[src/rtl/ext_port_arbiter.sv]
// ---------------------------------------------------------------------------
// ext_port_arbiter
//
// Shares the SDRAM controller's single Ext port between NCLIENTS masters
// (memory adapter, scroll/offset engine, blitter, ...). One transaction is in
// flight at a time. Each client sees a request/ready handshake identical to
// the Ext port itself.
//
// Arbitration:
//   default                 : round-robin, scanning from the client after the
//                             last one served (client 0 wins first after reset)
//   EXT_ARB_FIXED_PRIO_EN   : fixed priority, lowest index wins
//
// Parameters:
//   NCLIENTS  number of client ports (2..8)
//   ADDR_W    Ext word address width
//   DATA_W    Ext data width (multiple of 8)
//   MASK_W    byte-mask width, derived as DATA_W/8
//
// Ports:
//   PixelClk2     clock, rising edge
//   Reset         asynchronous active-high reset
//   CliReq        per-client request, held until that client's CliReady
//   CliOP         per-client op (1 = write, 0 = read)
//   CliAddr       flattened addresses, client k at [k*ADDR_W +: ADDR_W]
//   CliDataWrite  flattened write data
//   CliDataMask   flattened byte masks (1 = byte masked)
//   CliReady      one-cycle completion pulse per client
//   CliDataRead   per-client read data, held until that client's next read
//   Grant         one-hot owner of the in-flight transaction, 0 when idle
//   ExtAddr/ExtDataWrite/ExtDataMask/ExtOP/ExtReq   towards SDRAM
//   ExtReady/ExtDataRead                            from SDRAM
//
// All outputs are registered.
// ---------------------------------------------------------------------------
module ext_port_arbiter #(
    parameter int  NCLIENTS = 3,
    parameter int  ADDR_W   = 24,
    parameter int  DATA_W   = 16,
    localparam int MASK_W   = DATA_W / 8
) (
    input  logic                         PixelClk2,
    input  logic                         Reset,
    input  logic [NCLIENTS-1:0]          CliReq,
    input  logic [NCLIENTS-1:0]          CliOP,
    input  logic [NCLIENTS*ADDR_W-1:0]   CliAddr,
    input  logic [NCLIENTS*DATA_W-1:0]   CliDataWrite,
    input  logic [NCLIENTS*MASK_W-1:0]   CliDataMask,
    output logic [NCLIENTS-1:0]          CliReady,
    output logic [NCLIENTS*DATA_W-1:0]   CliDataRead,
    output logic [NCLIENTS-1:0]          Grant,
    output logic [ADDR_W-1:0]            ExtAddr,
    output logic [DATA_W-1:0]            ExtDataWrite,
    output logic [MASK_W-1:0]            ExtDataMask,
    output logic                         ExtOP,
    output logic                         ExtReq,
    input  logic                         ExtReady,
    input  logic [DATA_W-1:0]            ExtDataRead
);

    localparam int IDX_W = (NCLIENTS > 1) ? $clog2(NCLIENTS) : 1;
    localparam logic [IDX_W-1:0] LAST_RST = IDX_W'(NCLIENTS - 1);

    // Elaboration-time parameter sanity checks.
    if (NCLIENTS < 2 || NCLIENTS > 8) begin : g_bad_nclients
        $error("ext_port_arbiter: NCLIENTS must be in 2..8");
    end
    if ((DATA_W % 8) != 0 || DATA_W < 8) begin : g_bad_data_w
        $error("ext_port_arbiter: DATA_W must be a non-zero multiple of 8");
    end

    typedef enum logic [1:0] {
        S_IDLE,
        S_BUSY,
        S_RELEASE
    } state_e;

    // Unpacked views of the flattened client buses.
    logic [ADDR_W-1:0] cli_addr  [NCLIENTS];
    logic [DATA_W-1:0] cli_wdata [NCLIENTS];
    logic [MASK_W-1:0] cli_mask  [NCLIENTS];

    state_e                state_q,      state_d;
    logic [IDX_W-1:0]      cur_idx_q,    cur_idx_d;
    logic [IDX_W-1:0]      last_grant_q, last_grant_d;
    logic [NCLIENTS-1:0]   grant_q,      grant_d;
    logic [NCLIENTS-1:0]   cli_ready_q,  cli_ready_d;
    logic [DATA_W-1:0]     cli_rdata_q   [NCLIENTS];
    logic [DATA_W-1:0]     cli_rdata_d   [NCLIENTS];
    logic [ADDR_W-1:0]     ext_addr_q,   ext_addr_d;
    logic [DATA_W-1:0]     ext_wdata_q,  ext_wdata_d;
    logic [MASK_W-1:0]     ext_mask_q,   ext_mask_d;
    logic                  ext_op_q,     ext_op_d;
    logic                  ext_req_q,    ext_req_d;

    logic [IDX_W-1:0]      win_idx;

    for (genvar k = 0; k < NCLIENTS; k++) begin : g_client
        assign cli_addr[k]  = CliAddr[k*ADDR_W +: ADDR_W];
        assign cli_wdata[k] = CliDataWrite[k*DATA_W +: DATA_W];
        assign cli_mask[k]  = CliDataMask[k*MASK_W +: MASK_W];
        assign CliDataRead[k*DATA_W +: DATA_W] = cli_rdata_q[k];
    end

    // -----------------------------------------------------------------------
    // Winner selection. Only consulted in IDLE when some request is pending.
    // -----------------------------------------------------------------------
`ifdef EXT_ARB_FIXED_PRIO_EN
    always_comb begin
        win_idx = '0;
        // Descending scan: the lowest pending index is written last and wins.
        for (int j = NCLIENTS - 1; j >= 0; j--) begin
            if (CliReq[j]) win_idx = IDX_W'(j);
        end
    end
`else
    always_comb begin
        // NOTE: every combinational output gets a default before any branch,
        // otherwise an unassigned path infers a latch.
        win_idx = '0;
        // Two descending scans: clients at or below LastGrant form the
        // low-priority tail of the round; clients above LastGrant come first
        // and therefore overwrite any tail choice. Within each group the
        // lowest index wins, giving the order LastGrant+1 ... wrapping to 0.
        for (int j = NCLIENTS - 1; j >= 0; j--) begin
            if (CliReq[j] && (IDX_W'(j) <= last_grant_q)) win_idx = IDX_W'(j);
        end
        for (int j = NCLIENTS - 1; j >= 0; j--) begin
            if (CliReq[j] && (IDX_W'(j) > last_grant_q)) win_idx = IDX_W'(j);
        end
    end
`endif

    // -----------------------------------------------------------------------
    // Next-state and output logic
    // -----------------------------------------------------------------------
    always_comb begin
        state_d      = state_q;
        cur_idx_d    = cur_idx_q;
        last_grant_d = last_grant_q;
        grant_d      = grant_q;
        cli_ready_d  = cli_ready_q;
        cli_rdata_d  = cli_rdata_q;
        ext_addr_d   = ext_addr_q;
        ext_wdata_d  = ext_wdata_q;
        ext_mask_d   = ext_mask_q;
        ext_op_d     = ext_op_q;
        ext_req_d    = ext_req_q;

        unique case (state_q)
            S_IDLE: begin
                // A stray ExtReady here is deliberately ignored.
                if (|CliReq) begin
                    cur_idx_d   = win_idx;
                    grant_d     = NCLIENTS'(1) << win_idx;
                    ext_addr_d  = cli_addr[win_idx];
                    ext_wdata_d = cli_wdata[win_idx];
                    ext_mask_d  = cli_mask[win_idx];
                    ext_op_d    = CliOP[win_idx];
                    ext_req_d   = 1'b1;
                    state_d     = S_BUSY;
                end
            end

            S_BUSY: begin
                // Ext* stay frozen; client-side changes are not looked at.
                if (ExtReady) begin
                    ext_req_d    = 1'b0;
                    cli_ready_d  = grant_q;
                    last_grant_d = cur_idx_q;
                    if (!ext_op_q) cli_rdata_d[cur_idx_q] = ExtDataRead;
                    state_d      = S_RELEASE;
                end
            end

            S_RELEASE: begin
                // The client drops CliReq at the edge it samples CliReady,
                // so IDLE never arbitrates on a stale request.
                cli_ready_d = '0;
                grant_d     = '0;
                state_d     = S_IDLE;
            end

            default: begin
                state_d = S_IDLE;
            end
        endcase
    end

    // -----------------------------------------------------------------------
    // State registers
    // -----------------------------------------------------------------------
    // NOTE: sequential state uses non-blocking assignments so every register
    // samples the pre-edge values regardless of statement order.
    always_ff @(posedge PixelClk2 or posedge Reset) begin
        if (Reset) begin
            state_q      <= S_IDLE;
            cur_idx_q    <= '0;
            last_grant_q <= LAST_RST;
            grant_q      <= '0;
            cli_ready_q  <= '0;
            // NOTE: the per-client read-data array is a visible output with a
            // defined reset value, so it is cleared like any other register.
            for (int k = 0; k < NCLIENTS; k++) cli_rdata_q[k] <= '0;
            ext_addr_q   <= '0;
            ext_wdata_q  <= '0;
            ext_mask_q   <= '0;
            ext_op_q     <= 1'b0;
            ext_req_q    <= 1'b0;
        end else begin
            state_q      <= state_d;
            cur_idx_q    <= cur_idx_d;
            last_grant_q <= last_grant_d;
            grant_q      <= grant_d;
            cli_ready_q  <= cli_ready_d;
            cli_rdata_q  <= cli_rdata_d;
            ext_addr_q   <= ext_addr_d;
            ext_wdata_q  <= ext_wdata_d;
            ext_mask_q   <= ext_mask_d;
            ext_op_q     <= ext_op_d;
            ext_req_q    <= ext_req_d;
        end
    end

    assign CliReady     = cli_ready_q;
    assign Grant        = grant_q;
    assign ExtAddr      = ext_addr_q;
    assign ExtDataWrite = ext_wdata_q;
    assign ExtDataMask  = ext_mask_q;
    assign ExtOP        = ext_op_q;
    assign ExtReq       = ext_req_q;

endmodule

[config.mk]
export PLATFORM = sky130hd
export DESIGN_NAME = ext_port_arbiter
export DESIGN_NICKNAME = d
export VERILOG_FILES = /design/src/rtl/ext_port_arbiter.sv
export SDC_FILE = /design/constraint.sdc
export NUM_CORES = 1
export LEC_CHECK = 0
export ABC_AREA = 1
export BUFFER_PORTS_ARGS = -buffer_cell sky130_fd_sc_hd__clkbuf_2
export CAP_MARGIN = 40
export CORE_MARGIN = 2
export CORE_UTILIZATION = 40
export CTS_BUF_LIST = sky130_fd_sc_hd__clkbuf_4
export DETAILED_ROUTE_END_ITERATION = 8
export PLACE_DENSITY = 0.76
export RECOVER_POWER = 50
export SLEW_MARGIN = 20
export SYNTH_ARGS = -nofsm -noshare
export SYNTH_HDL_FRONTEND = slang
export SYNTH_SLANG_ARGS = --single-unit
[constraint.sdc]
create_clock -name PixelClk2 -period 4.8 [get_ports PixelClk2]
set_input_delay 0.96 -clock PixelClk2 [delete_from_list [all_inputs] [get_ports PixelClk2]]
set_output_delay 0.96 -clock PixelClk2 [all_outputs]
set_load 0.02 [all_outputs]
; Word-level counts from Yosys, hierarchy flattened
; Cells that the tools add are included.
[word_totals]
register_bits = 104
input_bits = 151
output_inout_bits = 98
word_cells = 80
[classes]
n_lt_le_gt_ge = 10
n_eq_ne = 4
shifts = 1
n_mux = 30
n_bitwise = 3
n_reduce_logical = 19
[ops]
columns = cell, count
row1 = binary-select mux 24 bit (select 2 bit), 1
row2 = bitwise mux 48 bit, 1
row3 = 2-to-1 mux 16 bit, 3
row4 = 2-to-1 mux 24 bit, 2
row5 = binary-select mux 16 bit (select 2 bit), 1
row6 = demux 16 bit (select 2 bit), 1
row7 = 2-to-1 mux 2 bit, 10
row8 = case mux 3 bit (2 select lines), 2
row9 = AND reduction 2 bit, 5
row10 = logical AND 1 bit, 7
row11 = greater-or-equal comparator 3 bit (second input constant), 2
row12 = 2-to-1 mux 3 bit, 2
row13 = NOT 2 -> 3 bit, 2
row14 = AND reduction 3 bit, 2
row15 = nonzero test 2 bit, 3
row16 = binary-select mux 2 bit (select 2 bit), 1
row17 = greater-than comparator 1 x 2 -> 1 bit (first input constant), 2
row18 = less-or-equal comparator 1 x 2 -> 1 bit (first input constant), 2
row19 = != test 2 bit (second input constant), 2
row20 = case mux 2 bit (2 select lines), 1
row21 = < comparator 2 x 3 -> 1 bit (second input constant), 1
row22 = < comparator 3 x 1 -> 1 bit (second input constant), 1
row23 = 2-to-1 mux 1 bit, 3
row24 = OR reduction 3 bit, 1
row25 = other kinds (9), 9

; Depth between registers and ports, before layout
[depth]
ltp_word = 12
ltp_mapped = 9
depth_no_buf = 8

; Worst setup path after synthesis
; No wires, ideal clock.
[synth_timing]
kind = input -> register
start = in CliReq[1]
end = reg ext_mask_q[0] (netlist: ExtDataMask[0])
setup_ns = 0.124
t_arrival_ns = 1.702
t_required_ns = 4.676
path_slack_ns = 2.974
stages = 7
n_path_buf = 1
cell_sequence = o21ai_1 nand3_2 nand2_2 inv_2 buf_6 nand2_1 nand3_1
[synth_between]
elab_chain_cells = 10
word_cells_on_any_way = 13
cone_classes = mux: 8 / bitwise: 1 / reduce/logical: 4
[synth_rtl]
columns = item, line_no
row1 = "start, declared", 44  ; input logic [NCLIENTS-1:0] CliReq,
row2 = logical AND 1 bit, 126  ; if (CliReq[j] && (IDX_W'(j) <= last_grant_q)) win_idx = IDX_W'(j);
row3 = 2-to-1 mux 2 bit (2 in a row), 126
row4 = 2-to-1 mux 2 bit (3 in a row), 129  ; if (CliReq[j] && (IDX_W'(j) > last_grant_q)) win_idx = IDX_W'(j);
row5 = NOT 2 -> 3 bit (implied by the code), 158  ; ext_mask_d = cli_mask[win_idx];
row6 = binary-select mux 2 bit (select 2 bit), 158
row7 = 2-to-1 mux 2 bit (implied by the code) (2 in a row), 158
row8 = "end signal, assigned", 219  ; ext_mask_q <= ext_mask_d;
row9 = "end, declared", 92  ; logic [MASK_W-1:0] ext_mask_q, ext_mask_d;
; Several ways; a longest one is shown, not always the timed one. The select of a mux whose other input is x is not followed.
; A chain may end at the register's enable or synchronous reset.

; Worst setup path after layout
[layout_timing]
start = in CliReq[1]
end = reg ext_wdata_q[11] (netlist: ExtDataWrite[11])
[layout_between]
elab_chain_cells = 10
word_cells_on_any_way = 13
cone_classes = mux: 8 / bitwise: 1 / reduce/logical: 4
[layout_rtl]
columns = item, line_no
row1 = logical AND 1 bit, 126
row2 = 2-to-1 mux 2 bit (2 in a row), 126
row3 = 2-to-1 mux 2 bit (3 in a row), 129
row4 = NOT 2 -> 3 bit (implied by the code), 157  ; ext_wdata_d = cli_wdata[win_idx];
row5 = binary-select mux 16 bit (select 2 bit), 157
row6 = 2-to-1 mux 16 bit (implied by the code) (2 in a row), 157
row7 = "end signal, assigned", 218  ; ext_wdata_q <= ext_wdata_d;
row8 = "end, declared", 91  ; logic [DATA_W-1:0] ext_wdata_q, ext_wdata_d;
; Several ways; a longest one is shown, not always the timed one. The select of a mux whose other input is x is not followed.

==> metrics list <==
* Antenna violations before repair: 1
- In this run the static leakage power is 3.623 nW.
- For this configuration, the core starts out at a cell density of 41.03%.
* Global placement routability congestion: 0.8304
- Counting flops with an async set or reset pin after synthesis yields a share of 100.0%.
- Total detailed-routing wirelength: 14.45 mm
- Total of buffers placed on input and output ports: 248
- Measured against its own limit, the worst slew margin works out to -20.96%.
- Setup violations remaining at the end of the flow were counted as 0.
- Number of maximum-capacitance violations: 1
* Number of resized instances in the post-cts repair step: 0
- In this run the critical register-to-register path is launched from state_q[0]$_DFFE_PP0P_.
* Min-delay src: CliDataRead[43]$_DFFE_PP0P_
* Maximum achievable frequency: 0.3346 GHz
- During I/O placement, the number of pins put on the boundary was 249.
* Post-synthesis cell type count: 25
- In the routed design, unresolved DRC markers number 0.
- Cell types with the largest area share after synthesis: sky130_fd_sc_hd__dfrtp_1, sky130_fd_sc_hd__nand2_1, sky130_fd_sc_hd__nand3_1
- Floorplan Core Area: 12010 um2
- The total overflow left after global routing is 0.
* TritonCTS clock tree: yes
- Synth-to-Final Area Change: 28.03%
- Of the post-synthesis cell area, the dominant cell type holds 52.30%.
- Counting I/O delays and the setup requirement, the final critical path takes 2988 ps.
- Violations in the final reports: capacitance limit, slew limit
- Number of hold violations in the final report: 0
* Unrepaired setup endpoints after global routing: no
- Along the worst path, the maximum fanout reaches 50.
* First-pass GRT wire length: 23.80 mm
- Entering global routing, the biggest net connects 51 pins.
- Buffers inserted to repair hold after CTS numbered 0.
* Portion of the post-synthesis area used by sequential elements: 52.83%
* Met2 GRT Util: 37.65%
- Number of global-route vias before repair: 4791
- The first routing iteration left 353 violations.
- The die covers 13230 um2.
* Startpoint types: input port
* Cell area power density: 623.5 nW/um2
- Among all flip-flop cells after synthesis, the most frequent one is sky130_fd_sc_hd__dfrtp_1.
- Buffer type at the clock tree root: sky130_fd_sc_hd__clkbuf_4
- Vias: 4904
* Number of vias per cell: 4.924
- Worst-Margin Slew: 1805 ps
- Dividing the detail-routed wire length by the instance count gives 14.51 um.
- Summing internal, switching and leakage power gives 3.934 mW.
- Min-Delay Path Class: register to register
- Sort of element at the end of the critical path: register
- The later pin in the worst-skew pair is clocked with a latency of 460 ps.
- The clock arrives with 36.82 ps of skew.
* Worst Path Required: 5170 ps
- The worst setup path is of the input port to register kind.
- Pre-antenna DRT Iters: 4
* Most frequent cell after synthesis: sky130_fd_sc_hd__nand2_1
- Outcome: complete, but fails checks
- The biggest area contributor in the post-synthesis netlist is sky130_fd_sc_hd__dfrtp_1.
* Number of routed nets with antenna violations: 0
- Cells with a size suffix above 1 make up 33.25% of the layout.
- Worst setup path startpoint: CliReq[1]
- IR analysis of the VDD net gives a maximum drop of 0.2031 mV.
- The number of pins with negative max-slew slack in the final report is 38.
* Number of placement rows: 40
- In this run the cell area of the synthesized design comes to 4928 um2.
* Grt peak-use layer: met2
- The clock passes through at most 2 buffers.
* Mean post-synth cell area: 7.975 um2
* GRT Overall Usage: 22.62%
* Post-CTS repair timing setup buffer count: 0
* Clock transition time at the flip-flop clock pins of the worst setup and hold paths: 160 ps
- Post-detailed-placement half-perimeter wirelength: 10.51 mm
- Met3 global-route usage: 4.481%
- The Yosys step of the flow raised 0 warnings.
- The synthesized design contains 0 enable-type register cells.
- Util after Layout: 52.53%
- Layout net count: 994
- Number of buffers inserted during clock tree synthesis: 9
* Die Span X: 115 um
- Count of state elements after synthesis: 104
- The H-tree was split into 3 levels.
- Global routing consumed, on the met1 layer, 29.59% of the routing resources.
- Dividing the final minimum period by the clock period gives 62.25%.
- Cell count after synthesis: 618
- Arrival time of the worst setup path: 3360 ps
- Post-synthesis net count: 769
* Chip height: 115 um
- Setup TNS after final layout: 0 ps
* Clock sinks: 104
- Most used standard cells in the synthesized netlist: sky130_fd_sc_hd__nand2_1, sky130_fd_sc_hd__nand3_1, sky130_fd_sc_hd__dfrtp_1
worst max-delay path, stage by stage:
cell                       delay [ps]
sky130_fd_sc_hd__clkbuf_1         170
sky130_fd_sc_hd__inv_1            110
sky130_fd_sc_hd__nand3_2          100
sky130_fd_sc_hd__nand3_4          470
sky130_fd_sc_hd__clkinv_2         630
sky130_fd_sc_hd__nand2_2           80
sky130_fd_sc_hd__inv_2            590
sky130_fd_sc_hd__nand2_1          130
sky130_fd_sc_hd__nand3_1          100
per-stage QoR:
step           instances  setup slack [ps]  hold WS [ps]  instance area [um2]
2_1_floorplan        618              1109         472.8                 4928
3_3_place_gp         978              1490         465.8                 6160
3_5_place_dp         979              1405         472.4                 6187
4_1_cts              995              1915         489.4                 6341
5_1_grt              996              1417         537.6                 6310
6_report             996              1812         503.9                 6310
cell usage in the layout, fill, tap and decap left out, drive strengths merged:
cell,n
o22ai,1
inv,39
clkinvlp,1
clkbuf,258
buf,2
nor3,1
dfstp,1
nor2,10
dfrtp,103
o21ai,58
diode,1
nand4,1
clkinv,6
nand3,125
nand2,239
a21oi,3
flip-flops by register name, summed over array words and instances, names as in the netlist, 3 cells and up:
register / flops
ExtDataWrite: 16
CliReady: 3
Grant: 3
ExtAddr: 24
CliDataRead: 48
power breakdown:
group          leakage (nW)  internal (mW)  switching, mW  total [mW]
sequential             1.30           1.27          0.226        1.50
clock                0.0809          0.127          0.333       0.460
combinational          2.24          0.608           1.37        1.98
final timing paths:
path / end / slack (ps) / cells past startpoint
setup / recovery: ExtDataWrite[11]$_DFFE_PP0P_ / 1810 / 9
hold / removal: CliDataRead[43]$_DFFE_PP0P_ / 500 / 2
setup reg to reg: ExtDataWrite[11]$_DFFE_PP0P_ / 2180 / 7
hold reg to reg: CliDataRead[43]$_DFFE_PP0P_ / 500 / 2
max in group asynchronous: CliDataRead[40]$_DFFE_PP0P_ / 1840 / 4
min in group asynchronous: ExtAddr[0]$_DFFE_PP0P_ / 910 / 2
cells by family (layout without fill, tap and decap cells):
kind of cell	after synthesis	in the layout	share of synthesized area, %
AO/OA/AOI/OAI	62	62	6.398
buffers and inverters	76	306	7.286
flip-flops	104	104	52.83
other	0	1	0
AND/OR/NAND/NOR	376	376	33.49
per-layer routing:
metal | part of all wire (%) | vias up
li1 | - | 2438
met1 | 43 | 2276
met2 | 50 | 170
met3 | 4.7 | 20
met4 | 2.1 | 0
met5 | 0 | -
area by class of cell:
cell class                 count  area (um2)
inverter                      39       148.9
sequential                   104        2604
fill                        1181        5702
timing repair buffer         251        1277
antenna                        1       2.502
clock inverter                 7       86.33
multi-input combinational    438        1939
clock buffer                   9       67.56
tap                          147       183.9
Power figures use the tool's default switching activity.
